`config.mk`:
```
export PLATFORM = sky130hd
export DESIGN_NAME = instruction_fetch_stage
export DESIGN_NICKNAME = d
export VERILOG_FILES = /design/src/rtl/instruction_fetch_stage.sv
export SDC_FILE = /design/constraint.sdc
export NUM_CORES = 1
export LEC_CHECK = 0
export BUFFER_PORTS_ARGS = -buffer_cell sky130_fd_sc_hd__buf_2
export CAP_MARGIN = 20
export CORE_MARGIN = 2
export CORE_UTILIZATION = 50
export DETAILED_ROUTE_END_ITERATION = 8
export MAX_ROUTING_LAYER = met4
export PLACE_DENSITY_LB_ADDON = 0.2
export SLEW_MARGIN = 5
export SYNTH_ARGS = -nofsm -noshare
export SYNTH_HDL_FRONTEND = slang
export SYNTH_SLANG_ARGS = --single-unit
```
`constraint.sdc`:
```
create_clock -name CLK -period 2.3 [get_ports CLK]
set_input_delay 0.345 -clock CLK [delete_from_list [all_inputs] [get_ports CLK]]
set_output_delay 0.345 -clock CLK [all_outputs]
set_load 0.05 [all_outputs]
```
`src/rtl/instruction_fetch_stage.sv`:
```
// Fetch stage of the 16-bit pipeline: owns the PC, captures memory words into IF/ID,
// and handles stalls, downstream redirects with squash, and HALT freezing.
module instruction_fetch_stage #(
  parameter int                   DataWidth  = 16,
  parameter logic [DataWidth-1:0] ResetPC    = 16'h0000,
  parameter logic [3:0]           HaltOpcode = 4'hF,
  parameter logic [DataWidth-1:0] NopInstr   = 16'h0000
) (
  input  logic                 CLK,
  input  logic                 RST,
  input  logic                 Stall,
  input  logic                 Redirect,
  input  logic [DataWidth-1:0] RedirectPC,
  input  logic [DataWidth-1:0] Instruction,
  output logic [DataWidth-1:0] CurrentPC,
  output logic [DataWidth-1:0] IF_ID_Instr,
  output logic [DataWidth-1:0] IF_ID_PC,
  output logic                 IF_ID_Valid,
  output logic                 Halted,
  output logic [15:0]          FetchCount
);

  typedef enum logic [0:0] {
    FETCH  = 1'b0,
    HALTED = 1'b1
  } state_t;

  localparam logic [DataWidth-1:0] PcOne  = {{(DataWidth-1){1'b0}}, 1'b1};
  localparam logic [DataWidth-1:0] PcZero = {DataWidth{1'b0}};

  state_t               state_r, state_s;
  logic [DataWidth-1:0] pc_r, pc_s;
  logic [DataWidth-1:0] instr_r, instr_s;
  logic [DataWidth-1:0] ipc_r, ipc_s;
  logic                 valid_r, valid_s;
  logic                 halted_r, halted_s;
  logic [15:0]          count_r, count_s;
  logic [DataWidth-1:0] pc_inc_s;
  logic                 is_halt_s;

  assign pc_inc_s  = pc_r + PcOne;
  assign is_halt_s = (Instruction[DataWidth-1 -: 4] == HaltOpcode);

  // Next-state and IF/ID contents; redirect outranks stall, stall outranks the state action.
  always_comb begin
    state_s = state_r;
    pc_s    = pc_r;
    instr_s = instr_r;
    ipc_s   = ipc_r;
    valid_s = valid_r;
    count_s = count_r;
    if (Redirect) begin
      state_s = FETCH;
      pc_s    = RedirectPC;
      instr_s = NopInstr;
      ipc_s   = PcZero;
      valid_s = 1'b0;
    end else if (Stall) begin
      state_s = state_r;
    end else begin
      case (state_r)
        FETCH: begin
          instr_s = Instruction;
          ipc_s   = pc_inc_s;
          valid_s = 1'b1;
          count_s = count_r + 16'd1;
          if (is_halt_s) begin
            state_s = HALTED;
          end else begin
            pc_s = pc_inc_s;
          end
        end
        HALTED: begin
          instr_s = NopInstr;
          ipc_s   = PcZero;
          valid_s = 1'b0;
        end
        default: begin
          state_s = FETCH;
        end
      endcase
    end
    halted_s = (state_s == HALTED);
  end

  // PC, IF/ID register, state and fetch counter.
  always_ff @(posedge CLK or negedge RST) begin
    if (!RST) begin
      state_r  <= FETCH;
      pc_r     <= ResetPC;
      instr_r  <= NopInstr;
      ipc_r    <= PcZero;
      valid_r  <= 1'b0;
      halted_r <= 1'b0;
      count_r  <= 16'd0;
    end else begin
      state_r  <= state_s;
      pc_r     <= pc_s;
      instr_r  <= instr_s;
      ipc_r    <= ipc_s;
      valid_r  <= valid_s;
      halted_r <= halted_s;
      count_r  <= count_s;
    end
  end

  assign CurrentPC   = pc_r;
  assign IF_ID_Instr = instr_r;
  assign IF_ID_PC    = ipc_r;
  assign IF_ID_Valid = valid_r;
  assign Halted      = halted_r;
  assign FetchCount  = count_r;

endmodule

```
* Yosys cells after proc, flatten, opt, wreduce, memory -nomap -nowiden
Cells that the tools add are included.
Storage, ports and cells: bits in registers 66, input port bits 36, output and inout bits 66, logic and storage cells 34
Cells by class: add/sub/neg operators 2, equality and inequality tests 4, muxes and demuxes 17, bitwise logic cells 3, reduce and logical (&&, ||, !) cells 2
Operator list (count):
- $mux 16 | 8
- $pmux 16 s2 | 2
- $add 16x1->16 const B | 2
- $mux 1 | 6
- $reduce_and 3->1 | 2
- $eq 4x4->1 const B | 1
- $ne 2x2->1 const B | 2
- $not 1->1 | 3
- $ne 2x1->1 const B | 1
- $pmux 1 s2 | 1

* Longest topological paths before layout
word-level depth 5, depth in mapped cells 6, gate-level depth less buffers 5

* Worst setup path before layout
OpenSTA, ideal clock, no wires.
kind reg-to-reg, from register pc_r[0], in the netlist CurrentPC[0], to register pc_r[10], in the netlist CurrentPC[10], library setup time 0.126 ns, data arrival time 1.967 ns, data required time 2.174 ns, setup slack 0.207 ns, stages on the path, launching flop included 6, path buffers 0, period minus slack after synthesis 2.093 ns, cell sequence dfrtp_1 ha_1 nand4_1 nor4_1 nor3b_1 a221o_1
Between the ends: word-level cells in the longest chain between the ends 5
Ends and longest elaborated chain:
- from (decl) | line 32 | logic [DataWidth-1:0] pc_r, pc_s;
- from (signal assigned) | line 90 | pc_r <= ResetPC;
- from (signal assigned) | line 98 | pc_r <= pc_s;
- $add 16x1->16 | line 41 | assign pc_inc_s = pc_r + PcOne;
- $mux 16 | line 67 | if (is_halt_s) begin
- $mux 16 | line 61 | case (state_r)
- $mux 16 | line 58 | end else if (Stall) begin
- $mux 16 | line 52 | if (Redirect) begin
No other way between the ends. The select of a mux whose other input is x is not followed. A chain may end at the register's enable or synchronous reset.

* Worst setup path in the final report
Ends and elaborated chain as after synthesis.

==> reports/results.ini <==
[floorplanning]
die_area_mm2 = 0.00684
core_mm2 = 0.00596
start_util_pct = 52.0
io_pins = 102
die_h_um = 82.7
die_w_um = 82.7
rows = 28

[clock_tree]
cts_hold_buffers = 1
cts_buffers = 9
clock_path_buffers = 2
cts.sinks = 66
htreeDepth = 3
post_cts_buffers = 0
cts_root_buf = clkbuf_8
cts_tree = built
path_clk_slew_ns = 0.08
cts_resized = 0
clkLatencyLatePin_ns = 0.34

[placement]
place.gp.congestion = 0.850
hpwl_mm = 5.45
place_area_mm2 = 0.00371
io_buffers = 101

[route]
routed_wl_mm = 7.46
remaining_drc_errors = 0
vias_per_cell = 5.43
dr.first_iter.drc_count = 148
dr_total_vias = 2585
ant_nets = 0
post_drt_wl_per_cell_um = 15.7
firstDrtPassIters = 4

[finish]
fillers = 488
drive_gt1_share_pct = 34.4
finalInstanceArea_mm2 = 0.00395
syn_to_final_growth_pct = 27.6
layout.nets = 434
antenna_cells = 0

[power_and_ir_drop]
clkPwrFrac_pct = 32.3
swShare_pct = 37.1
powerDensity_mw_per_mm2 = 870
p_int_mw = 2.16
switchingPower_mw = 1.27
fin_total_pwr_mw = 3.44
p_leak_nw = 1.93
vdd_drop_max_v = 0.000458
pwr-share-comb_pct = 26.2
seqPwrFrac_pct = 41.5

[worst_setup_path]
cp-endpoint = CurrentPC[10]$_DFFE_PN0P_
r2r_cells = 5
crit_path_start = CurrentPC[0]$_DFFE_PN0P_
rrSetupSlack_ns = 0.33
r2r_end = CurrentPC[10]$_DFFE_PN0P_
crit_type = reg2reg
crit_path_end_kind = flop
reg2reg_from = CurrentPC[0]$_DFFE_PN0P_
crit_arrival_ns = 2.20
worstPathRequired_ns = 2.52
crit_path_start_kind = flop
path_max_fanout = 7

[timing]
worstMarginPinSlew_ns = 0.497
hold_violations = 0
slew_violations = 0
relSlewSlack_pct = 66.8
rsz0062_at_grt = false
setup-tns-final_ns = 0
skew_ns = 0.00857
period_minus_slack_ns = 1.97
finalCritPeriodShare_pct = 85.7
finalSetupViolCount = 0
fmax_mhz = 507

[global_routing]
grt_max_degree = 27
overflow = 0
antenna_found_initial = 0
grt_usage_pct = 24.2
grt_pass1_vias = 2521
grt_pass1_wl_mm = 12.1

[synth]
syn-cell-area_mm2 = 0.00310
syn_nets = 328
synth-compound-area-share_pct = 12.2
synth_cell_type_count = 42
synth_area_per_cell_um2 = 10.7
synth_simple_gate_area_share_pct = 20.9
synthAdderAreaFrac_pct = 0.808
yosysSeqAreaShare_pct = 53.4
synth_mux_area_share_pct = 0.647
yosys_warnings = 0
synth_cells = 290
ys_ff_latch = 66
synthXorXnorAreaFrac_pct = 9.62
synth_top_family_by_area = simple AND/OR/NAND/NOR gates

[run_status]
status = completed

[job]
maxCapViolCount = 0

[worst_hold_path]
min-delay-start = Instruction[4]
min_path_type = in2reg

routing by layer:
layer	share of wire [%]	GRT usage, %	wire [um]	vias to the layer above
met5	0	-	0	-
met4	2.2	10.0	162	0
li1	-	-	-	1243
met1	44	31.4	3310	1238
met2	47	36.7	3520	89
met3	6.3	5.54	468	15
cell usage in the layout (no fill, tap or decap), types with 3 or more instances in the layout:
cell	n
nor3_1	6
nor2b_1	3
clkbuf_8	10
nor2_1	16
buf_4	7
nand2_1	36
o21ai_0	21
nand4_1	12
nand3_1	11
nor4_4	3
nand2b_1	3
buf_2	101
xor2_1	9
a22o_1	17
and4_1	3
xnor2_1	25
a221o_1	5
inv_1	4
nor4_1	4
dfrtp_1	66
cells by family (layout without fill, tap and decap cells):
| logic type | count (synthesis) | count (layout) |
|---|---|---|
| flops | 66 | 66 |
| compound gates | 54 | 54 |
| mux | 2 | 2 |
| buf+inv | 19 | 130 |
| xor+xnor | 34 | 34 |
| simple gates | 113 | 113 |
| fa+ha+maj | 2 | 2 |
metrics by stage:
step	hold slack (ns)	std cells	worst slack [ns]	utilization (%)
floorplan	0.0494	290	0.207	-
global placement	0.327	459	0.434	62.4
detailed placement	0.329	459	0.348	62.4
CTS	0.203	476	0.343	66.3
global route	0.209	476	0.142	66.3
finish	0.214	476	0.329	66.3
registers in the layout, indices dropped and copies added (netlist names):
signal and flops:
CurrentPC 16, FetchCount 16, IF_ID_Instr 16, IF_ID_PC 16, Halted 1, IF_ID_Valid 1
power groups by stage:
| stage | logic (mW) | clock network (mW) | registers, mW |
|---|---|---|---|
| 3_5_place_dp | 0.905 | 0 | 1.45 |
| 3_3_place_gp | 0.897 | 0 | 1.44 |
| 2_1_floorplan | 0.236 | 0 | 1.85 |
| 6_report | 0.899 | 1.11 | 1.43 |
| 5_1_grt | 0.968 | 1.18 | 1.45 |
| 4_1_cts | 0.909 | 1.13 | 1.43 |
how the worst min path moves through the flow:
stage,endpoint,slack (ns),depth (start not counted)
6_report,IF_ID_Instr[4]$_DFFE_PN0P_,0.21,2
5_1_grt,IF_ID_Instr[1]$_DFFE_PN0P_,0.21,2
4_1_cts,IF_ID_Instr[1]$_DFFE_PN0P_,0.20,2
3_5_place_dp,FetchCount[9]$_DFFE_PN0P_,0.33,1
3_3_place_gp,IF_ID_Instr[3]$_DFFE_PN0P_,0.33,1
2_1_floorplan,CurrentPC[0]$_DFFE_PN0P_,0.05,0
worst max-delay path, stage by stage, from the launching register on:
cell     delay, ns
dfrtp_1       0.46
ha_1          0.28
nand4_1       0.31
nor4_1        0.44
nor3b_1       0.09
a221o_1       0.27
synth_stat cells:
| master | n | share of area [%] |
|---|---|---|
| a211o_1 | 1 | 0.28 |
| a211oi_1 | 1 | 0.24 |
| a21boi_0 | 1 | 0.24 |
| a21o_1 | 1 | 0.24 |
| a21oi_1 | 2 | 0.32 |
| a221o_1 | 5 | 1.6 |
| a22o_1 | 17 | 4.8 |
| a22oi_1 | 1 | 0.24 |
| a31oi_1 | 2 | 0.40 |
| and3_1 | 1 | 0.20 |
| and3b_1 | 1 | 0.28 |
| and4_1 | 3 | 0.85 |
| buf_2 | 4 | 0.65 |
| clkbuf_1 | 11 | 1.3 |
| dfrtp_1 | 66 | 53 |
| ha_1 | 2 | 0.81 |
| inv_1 | 4 | 0.48 |
| mux2i_1 | 2 | 0.65 |
| nand2_1 | 36 | 4.4 |
| nand2b_1 | 3 | 0.61 |
| nand3_1 | 11 | 1.8 |
| nand3_2 | 1 | 0.32 |
| nand4_1 | 12 | 2.4 |
| nand4_4 | 1 | 0.69 |
| nor2_1 | 16 | 1.9 |
| nor2_2 | 1 | 0.20 |
| nor2b_1 | 4 | 0.81 |
| nor3_1 | 7 | 1.1 |
| nor3_2 | 1 | 0.32 |
| nor3b_1 | 2 | 0.48 |
| nor4_1 | 4 | 0.81 |
| nor4_2 | 1 | 0.40 |
| nor4_4 | 3 | 2.1 |
| o21ai_0 | 21 | 3.4 |
| o21ai_1 | 1 | 0.16 |
| o31a_1 | 1 | 0.28 |
| or2_2 | 1 | 0.20 |
| or2_4 | 1 | 0.28 |
| or3_1 | 2 | 0.40 |
| or3b_2 | 1 | 0.28 |
| xnor2_1 | 25 | 7.1 |
| xor2_1 | 9 | 2.5 |
cell type report:
type | instances | area [um^2] | share of cell area [%]
Tap cell | 75 | 93.8 | 2.38
Sequential cell | 66 | 1650 | 41.8
Inverter | 4 | 15.0 | 0.380
Clock buffer | 10 | 138 | 3.48
Multi-Input combinational cell | 205 | 1380 | 34.8
Clock inverter | 6 | 88.8 | 2.25
Timing Repair Buffer | 110 | 588 | 14.9
Power figures use the tool's default switching activity.
